--- src/rtl/ps2_pkg.sv ---
// Shared types and constants for the PS/2 keyboard front end: frame states,
// scan-code set 2 prefixes, and the set 2 -> HID key map.
`timescale 1ns/1ps
package ps2_pkg;

  typedef enum logic [1:0] {
    ST_IDLE,
    ST_DATA,
    ST_PARITY,
    ST_STOP
  } frame_state_t;

  localparam logic [7:0] PFX_EXT = 8'hE0;
  localparam logic [7:0] PFX_BRK = 8'hF0;

  localparam logic [7:0] SC_A     = 8'h1C;
  localparam logic [7:0] SC_D     = 8'h23;
  localparam logic [7:0] SC_W     = 8'h1D;
  localparam logic [7:0] SC_S     = 8'h1B;
  localparam logic [7:0] SC_SPACE = 8'h29;
  localparam logic [7:0] SC_ENTER = 8'h5A;
  localparam logic [7:0] SC_ESC   = 8'h76;
  localparam logic [7:0] SC_LEFT  = 8'h6B;
  localparam logic [7:0] SC_RIGHT = 8'h74;
  localparam logic [7:0] SC_UP    = 8'h75;
  localparam logic [7:0] SC_DOWN  = 8'h72;

  localparam logic [7:0] HID_NONE  = 8'h00;
  localparam logic [7:0] HID_A     = 8'h04;
  localparam logic [7:0] HID_D     = 8'h07;
  localparam logic [7:0] HID_W     = 8'h1A;
  localparam logic [7:0] HID_S     = 8'h16;
  localparam logic [7:0] HID_SPACE = 8'h2C;
  localparam logic [7:0] HID_ENTER = 8'h28;
  localparam logic [7:0] HID_ESC   = 8'h29;
  localparam logic [7:0] HID_LEFT  = 8'h50;
  localparam logic [7:0] HID_RIGHT = 8'h4F;
  localparam logic [7:0] HID_UP    = 8'h52;
  localparam logic [7:0] HID_DOWN  = 8'h51;

  // Returns HID_NONE for any code outside the map.
  function automatic logic [7:0] ps2_to_hid(input logic ext, input logic [7:0] code);
    logic [7:0] hid;
    hid = HID_NONE;
    if (ext) begin
      case (code)
        SC_LEFT:  hid = HID_LEFT;
        SC_RIGHT: hid = HID_RIGHT;
        SC_UP:    hid = HID_UP;
        SC_DOWN:  hid = HID_DOWN;
        default:  hid = HID_NONE;
      endcase
    end else begin
      case (code)
        SC_A:     hid = HID_A;
        SC_D:     hid = HID_D;
        SC_W:     hid = HID_W;
        SC_S:     hid = HID_S;
        SC_SPACE: hid = HID_SPACE;
        SC_ENTER: hid = HID_ENTER;
        SC_ESC:   hid = HID_ESC;
        default:  hid = HID_NONE;
      endcase
    end
    return hid;
  endfunction

endpackage

--- src/rtl/ps2_keycode_if.sv ---
// Pin-side and keycode-side signals of the PS/2 keycode block.
// master: the keycode block itself; slave: pin driver / keycode consumer.
`timescale 1ns/1ps
interface ps2_keycode_if;
  logic       PS2_CLK;
  logic       PS2_DAT;
  logic [7:0] keycode;
  logic       key_event;
  logic       byte_valid;
  logic [7:0] rx_byte;
  logic       frame_err;

  modport master (
    input  PS2_CLK, PS2_DAT,
    output keycode, key_event, byte_valid, rx_byte, frame_err
  );

  modport slave (
    output PS2_CLK, PS2_DAT,
    input  keycode, key_event, byte_valid, rx_byte, frame_err
  );
endinterface

--- src/rtl/ps2_frame_rx.sv ---
// PS/2 frame receiver: pin synchronizers, falling-edge strobe, 11-bit frame
// FSM with odd-parity / stop-bit checks and a mid-frame inactivity timeout.
`timescale 1ns/1ps
module ps2_frame_rx
  import ps2_pkg::*;
#(
  parameter int TIMEOUT_CYC = 100000
) (
  input  logic       clk,
  input  logic       rst,
  input  logic       ps2_clk,
  input  logic       ps2_dat,
  output logic [7:0] rx_byte,
  output logic       byte_valid,
  output logic       frame_err
);

  localparam int CW = (TIMEOUT_CYC > 2) ? $clog2(TIMEOUT_CYC) : 1;
  localparam logic [CW-1:0] TO_LAST = CW'(TIMEOUT_CYC - 1);

  logic [1:0]   clk_sync, dat_sync;
  logic         clk_d, fall, dat_s;

  frame_state_t st_q, st_d;
  logic [2:0]   bit_q, bit_d;
  logic [7:0]   sh_q, sh_d;
  logic         par_q, par_d;
  logic [CW-1:0] cnt_q, cnt_d;
  logic         bv_d, err_d, err_q, timeout_hit;

  // Sync flops reset high (bus idle) so reset release never fakes an edge.
  always_ff @(posedge clk or posedge rst) begin
    if (rst) begin
      clk_sync <= 2'b11;
      dat_sync <= 2'b11;
      clk_d    <= 1'b1;
      fall     <= 1'b0;
      dat_s    <= 1'b1;
    end else begin
      clk_sync <= {clk_sync[0], ps2_clk};
      dat_sync <= {dat_sync[0], ps2_dat};
      clk_d    <= clk_sync[1];
      fall     <= clk_d & ~clk_sync[1];
      dat_s    <= dat_sync[1];
    end
  end

  always_ff @(posedge clk or posedge rst) begin
    if (rst) begin
      st_q       <= ST_IDLE;
      bit_q      <= '0;
      sh_q       <= '0;
      par_q      <= 1'b0;
      cnt_q      <= '0;
      byte_valid <= 1'b0;
      err_q      <= 1'b0;
      rx_byte    <= '0;
    end else begin
      st_q       <= st_d;
      bit_q      <= bit_d;
      sh_q       <= sh_d;
      par_q      <= par_d;
      cnt_q      <= cnt_d;
      byte_valid <= bv_d;
      err_q      <= err_d;
      if (bv_d) rx_byte <= sh_q;
    end
  end

  always_comb begin
    st_d        = st_q;
    bit_d       = bit_q;
    sh_d        = sh_q;
    par_d       = par_q;
    cnt_d       = '0;
    bv_d        = 1'b0;
    err_d       = 1'b0;
    timeout_hit = 1'b0;

    // A fall in the same cycle as the terminal count takes priority.
    if (st_q != ST_IDLE && !fall) begin
      if (cnt_q == TO_LAST) begin
        timeout_hit = 1'b1;
        st_d        = ST_IDLE;
      end else begin
        cnt_d = cnt_q + 1'b1;
      end
    end

    case (st_q)
      ST_IDLE: begin
        if (fall && !dat_s) begin
          st_d  = ST_DATA;
          bit_d = '0;
        end
      end
      ST_DATA: begin
        if (fall) begin
          sh_d  = {dat_s, sh_q[7:1]};
          bit_d = bit_q + 3'd1;
          if (bit_q == 3'd7) st_d = ST_PARITY;
        end
      end
      ST_PARITY: begin
        if (fall) begin
          par_d = dat_s;
          st_d  = ST_STOP;
        end
      end
      ST_STOP: begin
        if (fall) begin
          st_d = ST_IDLE;
          if (dat_s && (^{sh_q, par_q})) bv_d  = 1'b1;
          else                           err_d = 1'b1;
        end
      end
      default: st_d = ST_IDLE;
    endcase
  end

  assign frame_err = err_q | timeout_hit;

endmodule

--- src/rtl/ps2_keycode.sv ---
// PS/2 keyboard to HID keycode: frame receiver plus the E0/F0 prefix tracker
// that holds the last pressed mapped key until that same key is released.
`timescale 1ns/1ps
module ps2_keycode
  import ps2_pkg::*;
#(
  parameter int TIMEOUT_CYC = 100000
) (
  input  logic          Clk,
  input  logic          Reset,
  ps2_keycode_if.master bus
);

  logic [7:0] rx_byte;
  logic       byte_valid, frame_err;
  logic       ext_q, ext_d, brk_q, brk_d;
  logic [7:0] key_q, key_d, hid;
  logic       event_q;

  ps2_frame_rx #(.TIMEOUT_CYC(TIMEOUT_CYC)) u_rx (
    .clk        (Clk),
    .rst        (Reset),
    .ps2_clk    (bus.PS2_CLK),
    .ps2_dat    (bus.PS2_DAT),
    .rx_byte    (rx_byte),
    .byte_valid (byte_valid),
    .frame_err  (frame_err)
  );

  always_comb begin
    ext_d = ext_q;
    brk_d = brk_q;
    key_d = key_q;
    hid   = ps2_to_hid(ext_q, rx_byte);
    if (frame_err) begin
      ext_d = 1'b0;
      brk_d = 1'b0;
    end else if (byte_valid) begin
      if (rx_byte == PFX_EXT) begin
        ext_d = 1'b1;
      end else if (rx_byte == PFX_BRK) begin
        brk_d = 1'b1;
      end else begin
        ext_d = 1'b0;
        brk_d = 1'b0;
        // Releasing a key other than the held one leaves the held one alone.
        if (hid != HID_NONE) begin
          if (!brk_q)            key_d = hid;
          else if (hid == key_q) key_d = HID_NONE;
        end
      end
    end
  end

  always_ff @(posedge Clk or posedge Reset) begin
    if (Reset) begin
      ext_q   <= 1'b0;
      brk_q   <= 1'b0;
      key_q   <= HID_NONE;
      event_q <= 1'b0;
    end else begin
      ext_q   <= ext_d;
      brk_q   <= brk_d;
      key_q   <= key_d;
      event_q <= (key_d != key_q);
    end
  end

  assign bus.keycode    = key_q;
  assign bus.key_event  = event_q;
  assign bus.byte_valid = byte_valid;
  assign bus.rx_byte    = rx_byte;
  assign bus.frame_err  = frame_err;

endmodule

--- src/flat_wrapper.sv ---
// flat-port wrapper written by rule: the top's interface ports become plain ports
module ps2_keycode_flat import ps2_pkg::*;
#(
  parameter int TIMEOUT_CYC = 100000
)
  (Clk, Reset, bus_PS2_CLK, bus_PS2_DAT, bus_keycode, bus_key_event, bus_byte_valid, bus_rx_byte, bus_frame_err);
  ps2_keycode_if bus_i ();
  input  logic Clk;
  input  logic Reset;
  input wire logic [$bits(bus_i.PS2_CLK)-1:0] bus_PS2_CLK;
  input wire logic [$bits(bus_i.PS2_DAT)-1:0] bus_PS2_DAT;
  output wire logic [$bits(bus_i.keycode)-1:0] bus_keycode;
  output wire logic [$bits(bus_i.key_event)-1:0] bus_key_event;
  output wire logic [$bits(bus_i.byte_valid)-1:0] bus_byte_valid;
  output wire logic [$bits(bus_i.rx_byte)-1:0] bus_rx_byte;
  output wire logic [$bits(bus_i.frame_err)-1:0] bus_frame_err;
  assign bus_i.PS2_CLK = bus_PS2_CLK;
  assign bus_i.PS2_DAT = bus_PS2_DAT;
  assign bus_keycode = bus_i.keycode;
  assign bus_key_event = bus_i.key_event;
  assign bus_byte_valid = bus_i.byte_valid;
  assign bus_rx_byte = bus_i.rx_byte;
  assign bus_frame_err = bus_i.frame_err;
  ps2_keycode #(.TIMEOUT_CYC(TIMEOUT_CYC)) u_core (.Clk(Clk), .Reset(Reset), .bus(bus_i));
endmodule
--- config.mk ---
export PLATFORM = sky130hd
export DESIGN_NAME = ps2_keycode_flat
export DESIGN_NICKNAME = d
export VERILOG_FILES = /design/src/rtl/ps2_pkg.sv /design/src/rtl/ps2_keycode_if.sv /design/src/rtl/ps2_frame_rx.sv /design/src/rtl/ps2_keycode.sv /design/src/flat_wrapper.sv
export SDC_FILE = /design/constraint.sdc
export NUM_CORES = 1
export LEC_CHECK = 0
export ABC_AREA = 0
export CAP_MARGIN = 20
export CORE_UTILIZATION = 45
export CTS_CLUSTER_DIAMETER = 150
export DETAILED_ROUTE_END_ITERATION = 7
export PLACE_DENSITY = 0.75
export RECOVER_POWER = 50
export SETUP_SLACK_MARGIN = 0.5
export SLEW_MARGIN = 0
export SYNTH_ARGS = -nofsm -noshare
export SYNTH_HDL_FRONTEND = slang
export SYNTH_HIERARCHICAL = 1
export SYNTH_SLANG_ARGS = --single-unit
export TNS_END_PERCENT = 50
--- constraint.sdc ---
create_clock -name Clk -period 3.3 [get_ports Clk]
set_clock_uncertainty 0.05 [all_clocks]
set_input_delay 0.33 -clock Clk [delete_from_list [all_inputs] [get_ports Clk]]
set_output_delay 0.33 -clock Clk [all_outputs]
set_load 0.05 [all_outputs]
# [Yosys cells after proc, flatten, opt, wreduce, memory -nomap -nowiden]
# Cells that the tools add are included.
[word_totals] regBits=59 latchBits=0 ram_bits=0 rom_bits=0 in_bits=4 out_inout_bits=19 n_memories=0
[op_classes] n_addsub=2 n_mul=0 n_div=0 magnitude_cmp=0 eq_ne=24 shifts=0 mux=39 n_bitwise=3 n_reduce_logical=16
[op_table] op="$mux W8" n=8
[op_table] op="$eq A8 B7 Y1 const B" n=6
[op_table] op="$pmux W6 S7" n=1
[op_table] op="$mux W17" n=2
[op_table] op="$pmux W7 S4" n=1
[op_table] op="$eq A8 B5 Y1 const B" n=3
[op_table] op="$add A17 B1 Y17 const B" n=1
[op_table] op="$eq A17 B17 Y1 const B" n=1
[op_table] op="$eq A8 B6 Y1 const B" n=2
[op_table] op="$eq A8 B8 Y1 const B" n=2
[op_table] op="$mux W1" n=16
[op_table] op="$mux W2" n=7
[op_table] op="$reduce_xor A9 Y1" n=1
[op_table] op="$eq A8 B8 Y1" n=1
[op_table] op="$ne A8 B8 Y1" n=1
[op_table] op="$pmux W2 S4" n=1
[op_table] op="$reduce_and A2 Y1" n=4
[op_table] op="$reduce_bool A8 Y1" n=1
[op_table] op="$mux W3" n=2
[op_table] op="$ne A2 B2 Y1 const B" n=3
[op_table] op="$pmux W3 S2" n=1
[op_table] op="$reduce_bool A2 Y1" n=3
[op_table] op="$eq A2 B2 Y1 const B" n=2
[op_table] op="$add A3 B1 Y3 const B" n=1
[op_table] op="other kinds (10)" n=13

# [Depth between registers and ports, before layout]
# Gate-level depths: netlist (run 1).
[depth] word_depth=12 ltp_mapped=11 ltp_nobuf=9

# [Hierarchy]
# Netlist (run 1), hierarchy kept.
[modules_own_cells] module="ps2_frame_rx" instances=1 cells_per_inst=190 area_each_um2=2123.3
[modules_own_cells] module="ps2_keycode" instances=1 cells_per_inst=129 area_each_um2=1074.8

# [Worst setup path before layout (run 1)]
# OpenSTA, ideal clock, no wires.
[synth_timing] path_kind="flip-flop to flip-flop" startpoint="register u_core.u_rx.rx_byte[4]" endpoint="register u_core.key_q[3] (netlist: u_core/bus.keycode[3])" arrival_ps=2858 slack_ps=271 path_stages_with_launch=10 n_path_buf=1 path_cell_list="dfrtp_1 -> buf_6 -> or4b_4 -> or4b_4 -> o22a_1 -> a22oi_1 -> o21ai_1 -> a2111oi_4 -> o21ai_4 -> a22o_1"
[synth_between] elab_chain_len=11 elab_cells_between_ends=25
[synth_rtl] item="start, declared" line="ps2_frame_rx.sv:13" source="output logic [7:0] rx_byte,"
[synth_rtl] item="start signal, assigned" line="ps2_frame_rx.sv:66" source="if (bv_d) rx_byte <= sh_q;"
[synth_rtl] item="$eq A8 B7 Y1, or another cell as far along" line="ps2_pkg.sv:54" source="case (code)"
[synth_rtl] item="$pmux W6 S7 / $pmux W7 S4 (equally long branches)" line="ps2_pkg.sv:54, ps2_pkg.sv:46"
[synth_rtl] item="$mux W8" line="ps2_pkg.sv:45" source="if (ext) begin"
[synth_rtl] item="$eq A8 B8 Y1" line="ps2_keycode.sv:49" source="else if (hid == key_q) key_d = HID_NONE;"
[synth_rtl] item="$mux W8" line="ps2_keycode.sv:49"
[synth_rtl] item="$mux W8" line="ps2_keycode.sv:48" source="if (!brk_q) key_d = hid;"
[synth_rtl] item="$mux W8" line="ps2_keycode.sv:47" source="if (hid != HID_NONE) begin"
[synth_rtl] item="$mux W8" line="ps2_keycode.sv:41" source="end else if (rx_byte == PFX_BRK) begin"
[synth_rtl] item="$mux W8 *" line="ps2_keycode.sv:39" source="if (rx_byte == PFX_EXT) begin"
[synth_rtl] item="$mux W8 *" line="ps2_keycode.sv:38" source="end else if (byte_valid) begin"
[synth_rtl] item="$mux W8 *" line="ps2_keycode.sv:35" source="if (frame_err) begin"
[synth_rtl] item="via u_core.key_d[3]" line="ps2_keycode.sv:17" source="logic [7:0] key_q, key_d, hid;"
[synth_rtl] item="end signal, assigned" line="ps2_keycode.sv:64" source="key_q <= key_d;"
[synth_rtl] item="end, declared" line="ps2_keycode.sv:17"
# Mark *: on every way through the listed nets, which the timed path passes. The rest lies on a longest branch.
# A chain may end at the register's enable or synchronous reset.

# [Final worst setup path (run 1)]
[layout_timing] startpoint="register u_core.u_rx.rx_byte[4]" endpoint="register u_core.key_q[5] (netlist: u_core/bus.keycode[5])"
# Same word-level chain as after synthesis.

==> impl_metrics.ini, run 1 <==
[final_layout]
syn_to_final_growth_pct = 20.6
final_net_count = 355
layout-drive-gt1-share_pct = 18.7
n_antenna_cell = 0
finish.utilization_pct = 56.5

[synthesis]
yosysSeqAreaShare_pct = 46.4
syn_avg_cell_area_sq_um = 10.0
synth-edff-count = 0
yosysMostFrequentCell = dfrtp_1
netlist_top_cells_count = 53 x dfrtp_1, 33 x nand2_1, 27 x nor2_1, 15 x inv_1, 13 x o21ai_0
synth_area_sq_mm = 0.00320
synthCells = 319
synth_cell_types = 66
ys_warn_count = 6
syn_nets = 326
post-synth-top-area-cell = dfrtp_1
synthFlopType = dfrtp_1
synth_seq_cells = 59
synth_area_leaders = dfrtp_1 41%, dfstp_2 4.9%, nand2_1 3.9%, mux2_2 3.2%, nor2_1 3.2%
yosysTopAreaCellShare_pct = 41.5
async_flop_share_pct = 100

[place]
place_ws_ps = 368
place.gp.congestion = 0.875
hpwl_microns = 4390
io_buffers = 22

[critical_path]
slowest_stage = or4b_4
cp_max_fo = 8
cp-end-kind = flip-flop
arrival_ps = 3040
crit_chain = or4b_4, or4b_4, o22a_4, o32ai_1, a2111o_2, a2111oi_4, o21ai_4, a21o_1
path_class = flip-flop to flip-flop
crit_start = u_core/u_rx/rx_byte[4]$_DFFE_PP0P_
worstPathRequired_ps = 3530
crit_path_max_incr_delay_ps = 550
critPathLaunchType = flip-flop
r2r-start = u_core/u_rx/rx_byte[4]$_DFFE_PP0P_
cp_common_cell = or4b_4

[clocking]
clk_pin_slew_ps = 70
postCtsHoldBufs = 0
h-tree-depth = 3
cts-root-buf = clkbuf_8
cts_tree = built
cts_sinks = 59
numCtsBuffers = 9
clockBufferDepth = 2
insertion_delay_ps = 340

[floorplanning]
initial_core_util_pct = 46.8
fp.dieArea_sq_mm = 0.00745
fp.dieW_microns = 86.3
core_area_sq_mm = 0.00683
fp.dieH_microns = 86.3
rows = 30
ioPinCount = 23

[timing]
finalHoldViolCount = 0
setup-tns-final_ps = 0
worst_pin_slew_ps = 560
min_period_ps = 2810
fin_ws_ps = 490
min_period_over_period_pct = 85.1
hold_slack_ps = 309
fmax_mhz = 356
rsz0062_at_grt = yes
maxSlewHeadroom_pct = 62.2
slew_viol_final = 0
setup_viol = 0

[grt]
grt_remaining_overflow = 0
grt_use_total_pct = 19.2
grt_max_degree = 49
first_global_vias = 2429
grt_pass1_wl_microns = 11200
antenna_found_initial = 0

[pwr]
leakage_nw = 1.56
power_density_mw_per_mm2 = 479
max-vdd-ir-drop_mv = 0.249
power_mw = 1.85

[detailed_routing]
m1WireLength_microns = 3040
wl_per_cell_microns = 15.1
highest_layer = met4
drtIter0Drc = 136
wl_met2_microns = 3320
drt_first_pass_iters = 5
wl_met3_microns = 330
viasPerCell = 5.65
routed_wl_microns = 6780
vias = 2537
drtAntennaViolNets = 0
drcViolationCount = 0

[hold_path]
hold_path.class = flip-flop to flip-flop
hold_start = u_core/u_rx/clk_sync[0]$_DFF_PP1_

[status]
status = completed

[run]
cap_violations = 0
## state kept, by name (all words and copies together), names as in the netlist, 2 cells and up
signal and cells:
u_core/u_rx/bit_q 3, u_core/u_rx/clk_sync 2, u_core/u_rx/sh_q 8, u_core/u_rx/cnt_q 17, u_core/u_rx/st_q 2, u_core/u_rx/rx_byte 8
u_core/bus.keycode 8, u_core/u_rx/dat_sync 2
## metrics by stage
stage | std cells | instance area [sq um]
after floorplan | 319 | 3200
after global placement | 427 | 3500
after detailed placement | 427 | 3500
after CTS | 447 | 3770
after global routing | 449 | 3860
final | 449 | 3860
## what timing repair did
| action | 4_1_cts | 5_1_grt |
|---|---|---|
| gates resized for setup | 7 | 14 |
| pin swaps | 0 | 1 |
| setup buffers | 4 | 1 |
| endpoints found under the setup margin | 9 | 9 |
| endpoints found under the hold margin | 0 | 0 |
## cell usage in the layout, fill, tap and decap left out, drive strengths merged, types with 3 or more instances in the layout
cell,count
mux2,9
a31oi,3
ha,3
nand2,33
or3,5
a21oi,9
nor2b,5
o21ai,15
clkdlybuf4s50,18
nor3,6
a2111oi,3
xnor2,9
nor4bb,3
nand3b,5
o31ai,4
or4b,3
dlygate4sd3,3
inv,16
nand2b,9
xor2,8
nand3,11
o2bb2ai,4
buf,7
dfstp,6
a21o,3
and4,3
dfrtp,53
a22o,6
nor4,5
clkbuf,9
nor2,27
and2,3
nand4,7
## power by group
part	leakage, nW	switching [mW]	internal [mW]
Combinational	0.673	0.127	0.143
Clock	0.106	0.308	0.430
Sequential	0.779	0.0593	0.780
Total	1.56	0.494	1.35
## worst max-delay path: cells and delay by family (launching register included)
kind            cells  cell delay [ps]
compound gates      6             1210
flops               1              420
simple gates        2             1060
## path summary, 6_finish.rpt
path	end	slack, ps	cells after the start
setup / recovery	u_core/bus.keycode[5]$_DFF_PP0_	490	8
hold / removal	u_core/u_rx/clk_sync[1]$_DFF_PP1_	310	0
setup reg to reg	u_core/bus.keycode[5]$_DFF_PP0_	490	8
hold reg to reg	u_core/u_rx/clk_sync[1]$_DFF_PP1_	310	0
max in group asynchronous	u_core/u_rx/dat_s$_DFF_PP1_	2120	3
min in group asynchronous	u_core/bus.keycode[4]$_DFF_PP0_	390	2
## kinds of logic (layout without fill, tap and decap cells)
logic type,Yosys count,after routing,synth area share (%)
AND/OR/NAND/NOR,136,136,23.4
AO/OA/AOI/OAI,66,66,15.6
flip-flops,59,59,46.4
buffers and inverters,26,60,3.36
XOR/XNOR,19,19,6.14
multiplexers,10,10,3.87
adder cells (fa/ha/maj),3,3,1.17
## area by class of cell
class,count,area [sq um]
repair buffers,29,287
clock inverters,7,101
multi-input cells,234,1670
fillers,604,2970
well taps,96,120
inverters,15,56.3
clock buffers,9,124
flip-flops and latches,59,1500
## layer usage
layer	global-route usage [%]	vias to the layer above
met5	0	-
met4	7.88	0
met3	4.86	11
met2	32.2	78
met1	23.7	1232
li1	-	1216
No activity file was read; power rests on OpenSTA's default activity.
==> inputs of run 2 (changes only) <==
--- a/config.mk
+++ b/config.mk
@@ -8,7 +8,7 @@
 export ABC_AREA = 0
 export CAP_MARGIN = 20
 export CORE_UTILIZATION = 45
-export CTS_CLUSTER_DIAMETER = 150
+export CTS_CLUSTER_DIAMETER = 40
 export DETAILED_ROUTE_END_ITERATION = 7
 export PLACE_DENSITY = 0.75
 export RECOVER_POWER = 50
==> results of run 2 <==
Same layout as run 1: the final DEF is identical, and so are final timing and power.
